**src/rtl/i2c_pkg.sv**
```systemverilog
// Shared types and widths for the I2C master controller.
package i2c_pkg;

  localparam int ADDR_W = 7;
  localparam int DATA_W = 8;

  typedef enum logic [2:0] {
    IDLE     = 3'd0,
    START    = 3'd1,
    ADDR     = 3'd2,
    ADDR_ACK = 3'd3,
    DATA     = 3'd4,
    DATA_ACK = 3'd5,
    STOP     = 3'd6
  } i2c_state_t;

endpackage

```
**src/rtl/i2c_master_ctrl.sv**
```systemverilog
// Single-byte I2C master sequencer. SCL timing comes from an external tick
// divider: sample_h ends an SCL-high half, sample_l ends an SCL-low half.
//
// state    | meaning
// IDLE     | bus released, waiting for a command
// START    | SDA pulled low with SCL high, waiting for the first sample_h
// ADDR     | shifting {addr, rw} out MSB first
// ADDR_ACK | SDA released, slave ACK sampled at the end of the high half
// DATA     | write: shifting wdata out; read: shifting SDA into rdata
// DATA_ACK | write: sample slave ACK; read: master NACK (SDA released)
// STOP     | bit_cnt 0: wait SCL rise, 1: release SDA, 2: done and back to IDLE
module i2c_master_ctrl
  import i2c_pkg::*;
(
  input  logic              clk,
  input  logic              rst,
  input  logic              cmd_valid,
  output logic              cmd_ready,
  input  logic [ADDR_W-1:0] cmd_addr,
  input  logic              cmd_rw,
  input  logic [DATA_W-1:0] cmd_wdata,
  output logic              en_clk,
  input  logic              sample_h,
  input  logic              sample_l,
  output logic              scl_o,
  output logic              sda_o,
  input  logic              sda_i,
  output logic [DATA_W-1:0] rdata,
  output logic              done,
  output logic              ack_err
);

  i2c_state_t        state_q, state_d;
  logic              scl_q, scl_d;
  logic              sda_q, sda_d;
  logic              en_clk_q, en_clk_d;
  logic              done_q, done_d;
  logic              ack_err_q, ack_err_d;
  logic              rw_q, rw_d;
  logic [2:0]        bit_cnt_q, bit_cnt_d;
  logic [ADDR_W:0]   addr_sh_q, addr_sh_d;
  logic [DATA_W-1:0] wdata_sh_q, wdata_sh_d;
  logic [DATA_W-1:0] rdata_q, rdata_d;
  logic              accept;

  // The done cycle is still treated as busy so a held cmd_valid is taken
  // no earlier than the cycle after done.
  assign cmd_ready = (state_q == IDLE) && !done_q;
  assign accept    = cmd_valid && cmd_ready;
  assign en_clk    = en_clk_q;
  assign scl_o     = scl_q;
  assign sda_o     = sda_q;
  assign rdata     = rdata_q;
  assign done      = done_q;
  assign ack_err   = ack_err_q;

  // State and output registers, all forced to the idle bus on reset.
  always_ff @(posedge clk or posedge rst) begin
    if (rst) begin
      state_q    <= IDLE;
      scl_q      <= 1'b1;
      sda_q      <= 1'b1;
      en_clk_q   <= 1'b0;
      done_q     <= 1'b0;
      ack_err_q  <= 1'b0;
      rw_q       <= 1'b0;
      bit_cnt_q  <= 3'd0;
      addr_sh_q  <= '0;
      wdata_sh_q <= '0;
      rdata_q    <= '0;
    end else begin
      state_q    <= state_d;
      scl_q      <= scl_d;
      sda_q      <= sda_d;
      en_clk_q   <= en_clk_d;
      done_q     <= done_d;
      ack_err_q  <= ack_err_d;
      rw_q       <= rw_d;
      bit_cnt_q  <= bit_cnt_d;
      addr_sh_q  <= addr_sh_d;
      wdata_sh_q <= wdata_sh_d;
      rdata_q    <= rdata_d;
    end
  end

  // Next-state logic; sample_h is checked first so it wins over sample_l.
  always_comb begin
    state_d    = state_q;
    scl_d      = scl_q;
    sda_d      = sda_q;
    en_clk_d   = en_clk_q;
    done_d     = 1'b0;
    ack_err_d  = ack_err_q;
    rw_d       = rw_q;
    bit_cnt_d  = bit_cnt_q;
    addr_sh_d  = addr_sh_q;
    wdata_sh_d = wdata_sh_q;
    rdata_d    = rdata_q;
    case (state_q)
      IDLE: begin
        if (accept) begin
          addr_sh_d  = {cmd_addr, cmd_rw};
          wdata_sh_d = cmd_wdata;
          rw_d       = cmd_rw;
          ack_err_d  = 1'b0;
          en_clk_d   = 1'b1;
          sda_d      = 1'b0;
          bit_cnt_d  = 3'd0;
          state_d    = START;
        end
      end
      START: begin
        if (sample_h) begin
          scl_d     = 1'b0;
          sda_d     = addr_sh_q[ADDR_W];
          addr_sh_d = {addr_sh_q[ADDR_W-1:0], 1'b0};
          bit_cnt_d = 3'd0;
          state_d   = ADDR;
        end
      end
      ADDR: begin
        if (sample_h) begin
          scl_d = 1'b0;
          if (bit_cnt_q == 3'd7) begin
            sda_d   = 1'b1;
            state_d = ADDR_ACK;
          end else begin
            sda_d     = addr_sh_q[ADDR_W];
            addr_sh_d = {addr_sh_q[ADDR_W-1:0], 1'b0};
            bit_cnt_d = bit_cnt_q + 3'd1;
          end
        end else if (sample_l) begin
          scl_d = 1'b1;
        end
      end
      ADDR_ACK: begin
        if (sample_h) begin
          scl_d     = 1'b0;
          bit_cnt_d = 3'd0;
          if (!sda_i) begin
            sda_d      = rw_q ? 1'b1 : wdata_sh_q[DATA_W-1];
            wdata_sh_d = {wdata_sh_q[DATA_W-2:0], 1'b0};
            state_d    = DATA;
          end else begin
            // NACK: this falling edge doubles as the first step of STOP.
            ack_err_d = 1'b1;
            sda_d     = 1'b0;
            state_d   = STOP;
          end
        end else if (sample_l) begin
          scl_d = 1'b1;
        end
      end
      DATA: begin
        if (sample_h) begin
          scl_d = 1'b0;
          if (rw_q) begin
            rdata_d = {rdata_q[DATA_W-2:0], sda_i};
          end
          if (bit_cnt_q == 3'd7) begin
            sda_d   = 1'b1;
            state_d = DATA_ACK;
          end else begin
            sda_d      = rw_q ? 1'b1 : wdata_sh_q[DATA_W-1];
            wdata_sh_d = {wdata_sh_q[DATA_W-2:0], 1'b0};
            bit_cnt_d  = bit_cnt_q + 3'd1;
          end
        end else if (sample_l) begin
          scl_d = 1'b1;
        end
      end
      DATA_ACK: begin
        if (sample_h) begin
          scl_d     = 1'b0;
          sda_d     = 1'b0;
          bit_cnt_d = 3'd0;
          state_d   = STOP;
          if (!rw_q && sda_i) begin
            ack_err_d = 1'b1;
          end
        end else if (sample_l) begin
          scl_d = 1'b1;
        end
      end
      STOP: begin
        case (bit_cnt_q)
          3'd0: begin
            if (!sample_h && sample_l) begin
              scl_d     = 1'b1;
              bit_cnt_d = 3'd1;
            end
          end
          3'd1: begin
            if (sample_h) begin
              sda_d     = 1'b1;
              bit_cnt_d = 3'd2;
            end
          end
          default: begin
            done_d    = 1'b1;
            en_clk_d  = 1'b0;
            bit_cnt_d = 3'd0;
            state_d   = IDLE;
          end
        endcase
      end
      default: begin
        state_d = IDLE;
      end
    endcase
  end

endmodule
```
**config.mk**
```make
export PLATFORM = sky130hd
export DESIGN_NAME = i2c_master_ctrl
export DESIGN_NICKNAME = d
export VERILOG_FILES = /design/src/rtl/i2c_pkg.sv /design/src/rtl/i2c_master_ctrl.sv
export SDC_FILE = /design/constraint.sdc
export NUM_CORES = 1
export LEC_CHECK = 0
export CAP_MARGIN = 5
export CORE_MARGIN = 2
export CORE_UTILIZATION = 57
export CTS_BUF_LIST = sky130_fd_sc_hd__clkbuf_16
export DETAILED_ROUTE_END_ITERATION = 6
export PLACE_DENSITY = 0.91
export SYNTH_ARGS = -nofsm -noshare
export SYNTH_HDL_FRONTEND = slang
export SYNTH_SLANG_ARGS = --single-unit
```
**constraint.sdc**
```tcl
create_clock -name clk -period 4.95 [get_ports clk]
set_input_delay 1.2375 -clock clk [delete_from_list [all_inputs] [get_ports clk]]
set_output_delay 1.2375 -clock clk [all_outputs]
set_load 0.02 [all_outputs]
```
==> flow_metrics.env, run 1 <==
export IMPL_end_kind="output pin"
export IMPL_critPathMaxFanout=24
export IMPL_first_pass_iters=4
export IMPL_status="finished clean"
export IMPL_gr_total_overflow=0
export IMPL_vias_per_cell=5.838
export IMPL_antenna_found_initial=0
export IMPL_root_buffer="clkbuf_16"
export IMPL_drc=0
export IMPL_drive_gt1_share_pct=27.40
export IMPL_finalClockSkew_ps=3.948
export IMPL_p_leak_nw=1.110
export IMPL_grt_usage_pct=25.00
export IMPL_ant_nets=0
export IMPL_relSlewSlack_pct=52.94
export IMPL_setup_viol=0
export IMPL_max_freq_mhz=284.3
export IMPL_tightest_slew_ps=705.9
export IMPL_critPathLaunchType="register"
export IMPL_yosys_most_used_dff="dfrtp_1"
export IMPL_avgSynthCellArea_sq_um=11.40
export IMPL_tritoncts="yes"
export IMPL_port_buffers=35
export IMPL_layout_setup_ws_ps=1433
export IMPL_die_h_um=64.49
export IMPL_synthToLayoutAreaGrowth_pct=25.49
export IMPL_detailed_place_hpwl_um=3294
export IMPL_crit_type="reg -> out"
export IMPL_power_total_mw=1.664
export IMPL_hold_violations=0
export IMPL_hold_class="reg -> reg"
export IMPL_die_area_sq_mm=0.004159
export IMPL_vdd_drop_max_uv=385.8
export IMPL_cts_hold_buffers=0
export IMPL_reg2reg_depth=4
export IMPL_clock_path_buffers=2
export IMPL_routed_wl_um=4586
export IMPL_cts_max_level=2
export IMPL_post_cts_setup_buffers=0
export IMPL_grt_pass1_vias=1640
export IMPL_syn_inst=183
export IMPL_place_gp_congestion=0.8416
export IMPL_seq_area_sq_um=903.4
export IMPL_cts_made_buffers=5
export IMPL_grt_pass1_wl_um=8010
export IMPL_finalSetupTns_ps=0
export IMPL_synth_edf_count=0
export IMPL_grt_max_degree=37
export IMPL_design_core_area_sq_mm=0.003416
export IMPL_clk_latency_ps=280
export IMPL_syn_nets=209
export IMPL_cp_required_ps=3710
export IMPL_rsz0062_at_grt="no"
export IMPL_final_period_utilization_pct=71.05
export IMPL_synthArstFlopShare_pct=100.0
export IMPL_ctsResizeCount=0
export IMPL_multi_input_area_sq_mm=0.001094
export IMPL_period_minus_slack_ps=3517
export IMPL_start_util_pct=61.06
export IMPL_pre_cts_ws_ps=1754
export IMPL_synth_seq_area_share_pct=43.31
export IMPL_clk_pin_slew_ps=60
export IMPL_min_path_cells=1
export IMPL_slew_viol_final=0
export IMPL_die_x_um=64.49
export IMPL_synth_warnings=0
export IMPL_p_per_area_mw_per_mm2=635.8
export IMPL_synth_ff_latch_count=36
export IMPL_cp_arrival_ps=2280
export IMPL_antenna_cells=0
export IMPL_fp_row_count=21
export IMPL_fillers=230
export IMPL_wl_per_cell_um=17.31
export IMPL_yosys_cell_types_count=54
export IMPL_nets=244
export IMPL_pin_count=36
export IMPL_drt_iter0_drc=111
export IMPL_via_count=1547
export IMPL_cap_violations=0
export IMPL_synthesis_area_sq_mm=0.002086
export IMPL_clock_sinks=36
==> cells by family after synthesis <==
kind of cell	count (synthesis)	share of synthesized area, %
buffers and inverters	19	4.259
xor gates and xnor gates	1	0.4200
muxes	42	22.56
and+or+nand+nor	50	15.42
AOI/OAI and AO/OA	31	11.64
DFF	36	43.31
adders and majority gates	4	2.400
==> worst paths after layout <==
kind	startpoint	endpoint	slack [ps]
worst max-delay path	state_q[1]	cmd_ready	1430
worst min-delay path	wdata_sh_q[0]	wdata_sh_q[0]	480
worst max register to register	state_q[1]	bit_cnt_q[1]	2730
worst min register to register	wdata_sh_q[0]	wdata_sh_q[0]	480
max in group asynchronous	rst	scl_o	3190
min in group asynchronous	rst	rdata[2]	1410
==> Yosys cell counts, types with 2 or more instances <==
library cell,count,area share [%]
mux2_2,38,21
dfstp_2,2,2.5
mux2i_1,2,0.96
dfrtp_1,34,41
buf_2,5,1.2
o41ai_1,2,0.84
nor3b_1,5,1.8
a21oi_4,2,1.6
nor2b_1,7,2.1
a21oi_1,5,1.2
nor2_1,12,2.2
mux2_1,2,1.1
nand2b_1,3,0.90
o21ai_0,5,1.2
nor3_1,2,0.48
nand2_1,7,1.3
inv_1,10,1.8
ha_1,4,2.4
==> final cells by class <==
cell class / instances / share of cell area [%]
flip-flops and latches: 36 / 34.51
multi-input cells: 128 / 41.78
clock inverters: 3 / 1.482
well taps: 46 / 2.199
repair buffers: 36 / 13.67
clock buffers: 5 / 4.780
inverters: 11 / 1.577
==> metrics by stage <==
step | area [sq um] | util (%) | hold WS (ps) | cells
after global placement | 2454 | 71.83 | 463.7 | 257
after global routing | 2618 | 76.63 | 497.4 | 265
after CTS | 2618 | 76.63 | 484.1 | 265
final | 2618 | 76.63 | 480.4 | 265
after detailed placement | 2454 | 71.83 | 472.0 | 257
after floorplan | 2086 | - | 452.2 | 183
==> registers in the layout, summed over array words and instances (netlist names) <==
signal and cells:
rdata 8, state_q 3, en_clk 1, wdata_sh_q 8, done 1, ack_err 1
scl_o 1, sda_o 1, addr_sh_q 8, bit_cnt_q 3, rw_q 1
==> cell usage in the layout (no fill, tap or decap), drive strengths merged, types with 2 or more instances in the layout <==
cell,count
a21oi,8
clkbuf,5
clkdlybuf4s50,35
dfrtp,34
dfstp,2
ha,4
inv,12
mux2,40
mux2i,2
nand2,7
nand2b,3
nand3b,2
nor2,13
nor2b,7
nor3,2
nor3b,5
nor4,3
nor4b,2
o21ai,6
o21bai,2
o41ai,2
==> worst max-delay path, cell delays in order, from the launching register on <==
cell	delay [ps]
dfrtp_1	640
or3_4	520
nor2_1	190
clkdlybuf4s50_1	640
==> power by group <==
part | total [mW] | internal (mW) | switching, mW | leakage, nW
Sequential | 0.556 | 0.421 | 0.134 | 0.449
Clock | 0.351 | 0.235 | 0.117 | 0.0850
Combinational | 0.757 | 0.409 | 0.348 | 0.576
==> metal layers <==
layer  vias up  global-route usage [%]  wire (um)
met1       761                   33.03       2020
met4         0                   7.979         44
met3         6                   4.861        198
li1        730                       -          -
met2        50                   41.67       2323
met5         -                       0          0
(Power assumes the default switching activity.)
==> inputs of run 2 (changes only) <==
- CORE_UTILIZATION: 57 -> 48
- PLACE_DENSITY: 0.91 -> 0.82
- clock period: 4.95 -> 3 ns (I/O delays scaled with it)
==> flow_metrics.env, run 2 (same netlist as run 1, synthesis figures left out) <==
export IMPL_clk_latency_ps=280
export IMPL_cp_arrival_ps=1870
export IMPL_grt_usage_pct=17.23
export IMPL_seq_area_sq_um=903.4
export IMPL_cp_required_ps=2250
export IMPL_vdd_drop_max_uv=492.3
export IMPL_routed_wl_um=3949
export IMPL_placed_area_sq_mm=0.002481
export IMPL_cap_violations=0
export IMPL_max_stage_delay_ps=630
export IMPL_cts_made_buffers=5
export IMPL_dp_cells=264
export IMPL_clk_pin_slew_ps=50
export IMPL_port_buffers=35
export IMPL_critPathLaunchType="register"
export IMPL_tightest_slew_ps=467.4
export IMPL_ant_nets=0
export IMPL_tritoncts="yes"
export IMPL_cts_hold_buffers=0
export IMPL_grt_pass1_vias=1489
export IMPL_status="finished clean"
export IMPL_power_total_mw=2.652
export IMPL_layoutNonFillerInstCount=272
export IMPL_hold_class="reg -> reg"
export IMPL_finalClockSkew_ps=3.015
export IMPL_slew_viol_final=0
export IMPL_max_freq_mhz=381.8
export IMPL_drt_iter0_drc=77
export IMPL_die_x_um=69.92
export IMPL_fp_row_count=23
export IMPL_grt_pass1_wl_um=6775
export IMPL_via_count=1514
export IMPL_fin_area_sq_mm=0.002625
export IMPL_p_leak_nw=1.114
export IMPL_detailed_place_hpwl_um=2854
export IMPL_place_gp_congestion=0.8898
export IMPL_fillers=332
export IMPL_hold_violations=0
export IMPL_design_core_area_sq_mm=0.004086
export IMPL_antenna_found_initial=0
export IMPL_drc=0
export IMPL_first_pass_iters=4
export IMPL_final_common_cell="mux2_2"
export IMPL_crit_type="reg -> out"
export IMPL_slowest_stage="clkdlybuf4s50_1"
export IMPL_die_h_um=69.92
export IMPL_setup_viol=0
export IMPL_start_util_pct=51.04
export IMPL_rsz0062_at_grt="no"
export IMPL_ctsResizeCount=0
export IMPL_relSlewSlack_pct=68.58
export IMPL_multi_input_area_sq_mm=0.001094
export IMPL_die_area_sq_mm=0.004889
export IMPL_critPathMaxFanout=4
export IMPL_end_kind="output pin"
export IMPL_vias_per_cell=5.566
export IMPL_wl_per_cell_um=14.52
export IMPL_finalSetupTns_ps=0
export IMPL_synthToLayoutAreaGrowth_pct=25.85
export IMPL_final_period_utilization_pct=87.31
export IMPL_pre_cts_ws_ps=361.0
export IMPL_antenna_cells=0
export IMPL_nets=247
export IMPL_root_buffer="clkbuf_16"
export IMPL_drive_gt1_share_pct=28.83
export IMPL_post_cts_setup_buffers=0
export IMPL_gr_total_overflow=0
export IMPL_p_per_area_mw_per_mm2=1010
export IMPL_grt_max_degree=37
export IMPL_layout_common_cells="mux2_2 (38), clkdlybuf4s50_1 (35), dfrtp_1 (34), nor2_1 (12), inv_1 (10)"
export IMPL_layout_setup_ws_ps=380.8
export IMPL_pin_count=36
export IMPL_period_minus_slack_ps=2619
export IMPL_clock_sinks=36
export IMPL_clock_path_buffers=2
export IMPL_crit_chain="or3_4 > nor2_1 > clkdlybuf4s50_1"
export IMPL_cts_max_level=2
-- run 2: report_power, final --
part / switching [mW] / internal (mW)
clock network: 0.187 / 0.305
registers: 0.121 / 0.696
logic: 0.647 / 0.696
-- run 2: critical path: cells and delay by family (launching register included) --
family	cells	cell delay (ps)
AND/OR/NAND/NOR	2	590
flip-flops	1	370
buffers and inverters	1	630
-- run 2: area by class of cell --
type,instances,area share (%)
Clock buffer,5,4.766
Clock inverter,3,0.7150
Inverter,11,1.573
Multi-Input combinational cell,128,41.66
Sequential cell,36,34.41
Tap cell,50,2.383
Timing Repair Buffer,39,14.49
-- run 2: worst paths after layout --
check	startpoint	endpoint	slack (ps)	cells after the start
worst max-delay path	state_q[1]	cmd_ready	380	3
worst min-delay path	scl_o	scl_o	460	2
worst max register to register	bit_cnt_q[0]	bit_cnt_q[1]	950	6
worst min register to register	scl_o	scl_o	460	2
max in group asynchronous	rst	scl_o	1790	3
min in group asynchronous	rst	rdata[5]	870	3
-- run 2: layer usage --
| layer | wire (um) | share of wire [%] | GRT usage, % | up-vias |
|---|---|---|---|---|
| met1 | 1678 | 42 | 21.36 | 715 |
| met3 | 261 | 6.6 | 4.618 | 6 |
| met4 | 66 | 1.7 | 5.556 | 0 |
| met2 | 1942 | 49 | 29.21 | 50 |
| li1 | - | - | - | 743 |
| met5 | 0 | 0 | 0 | - |
-- run 2: stage by stage --
| step | hold slack [ps] | utilization [%] |
|---|---|---|
| final | 459.5 | 64.24 |
| after global routing | 510.4 | 64.24 |
| after CTS | 463.8 | 64.24 |
| after detailed placement | 456.1 | 60.72 |
| after global placement | 456.7 | 60.72 |
| after floorplan | 452.2 | - |
==> inputs of run 3 (changes only) <==
- CAP_MARGIN: 5 -> 20
- GPL_ROUTABILITY_DRIVEN: not set -> 0
==> results of run 3 <==
Same layout as run 2: the final DEF is identical, and so are final timing and power.
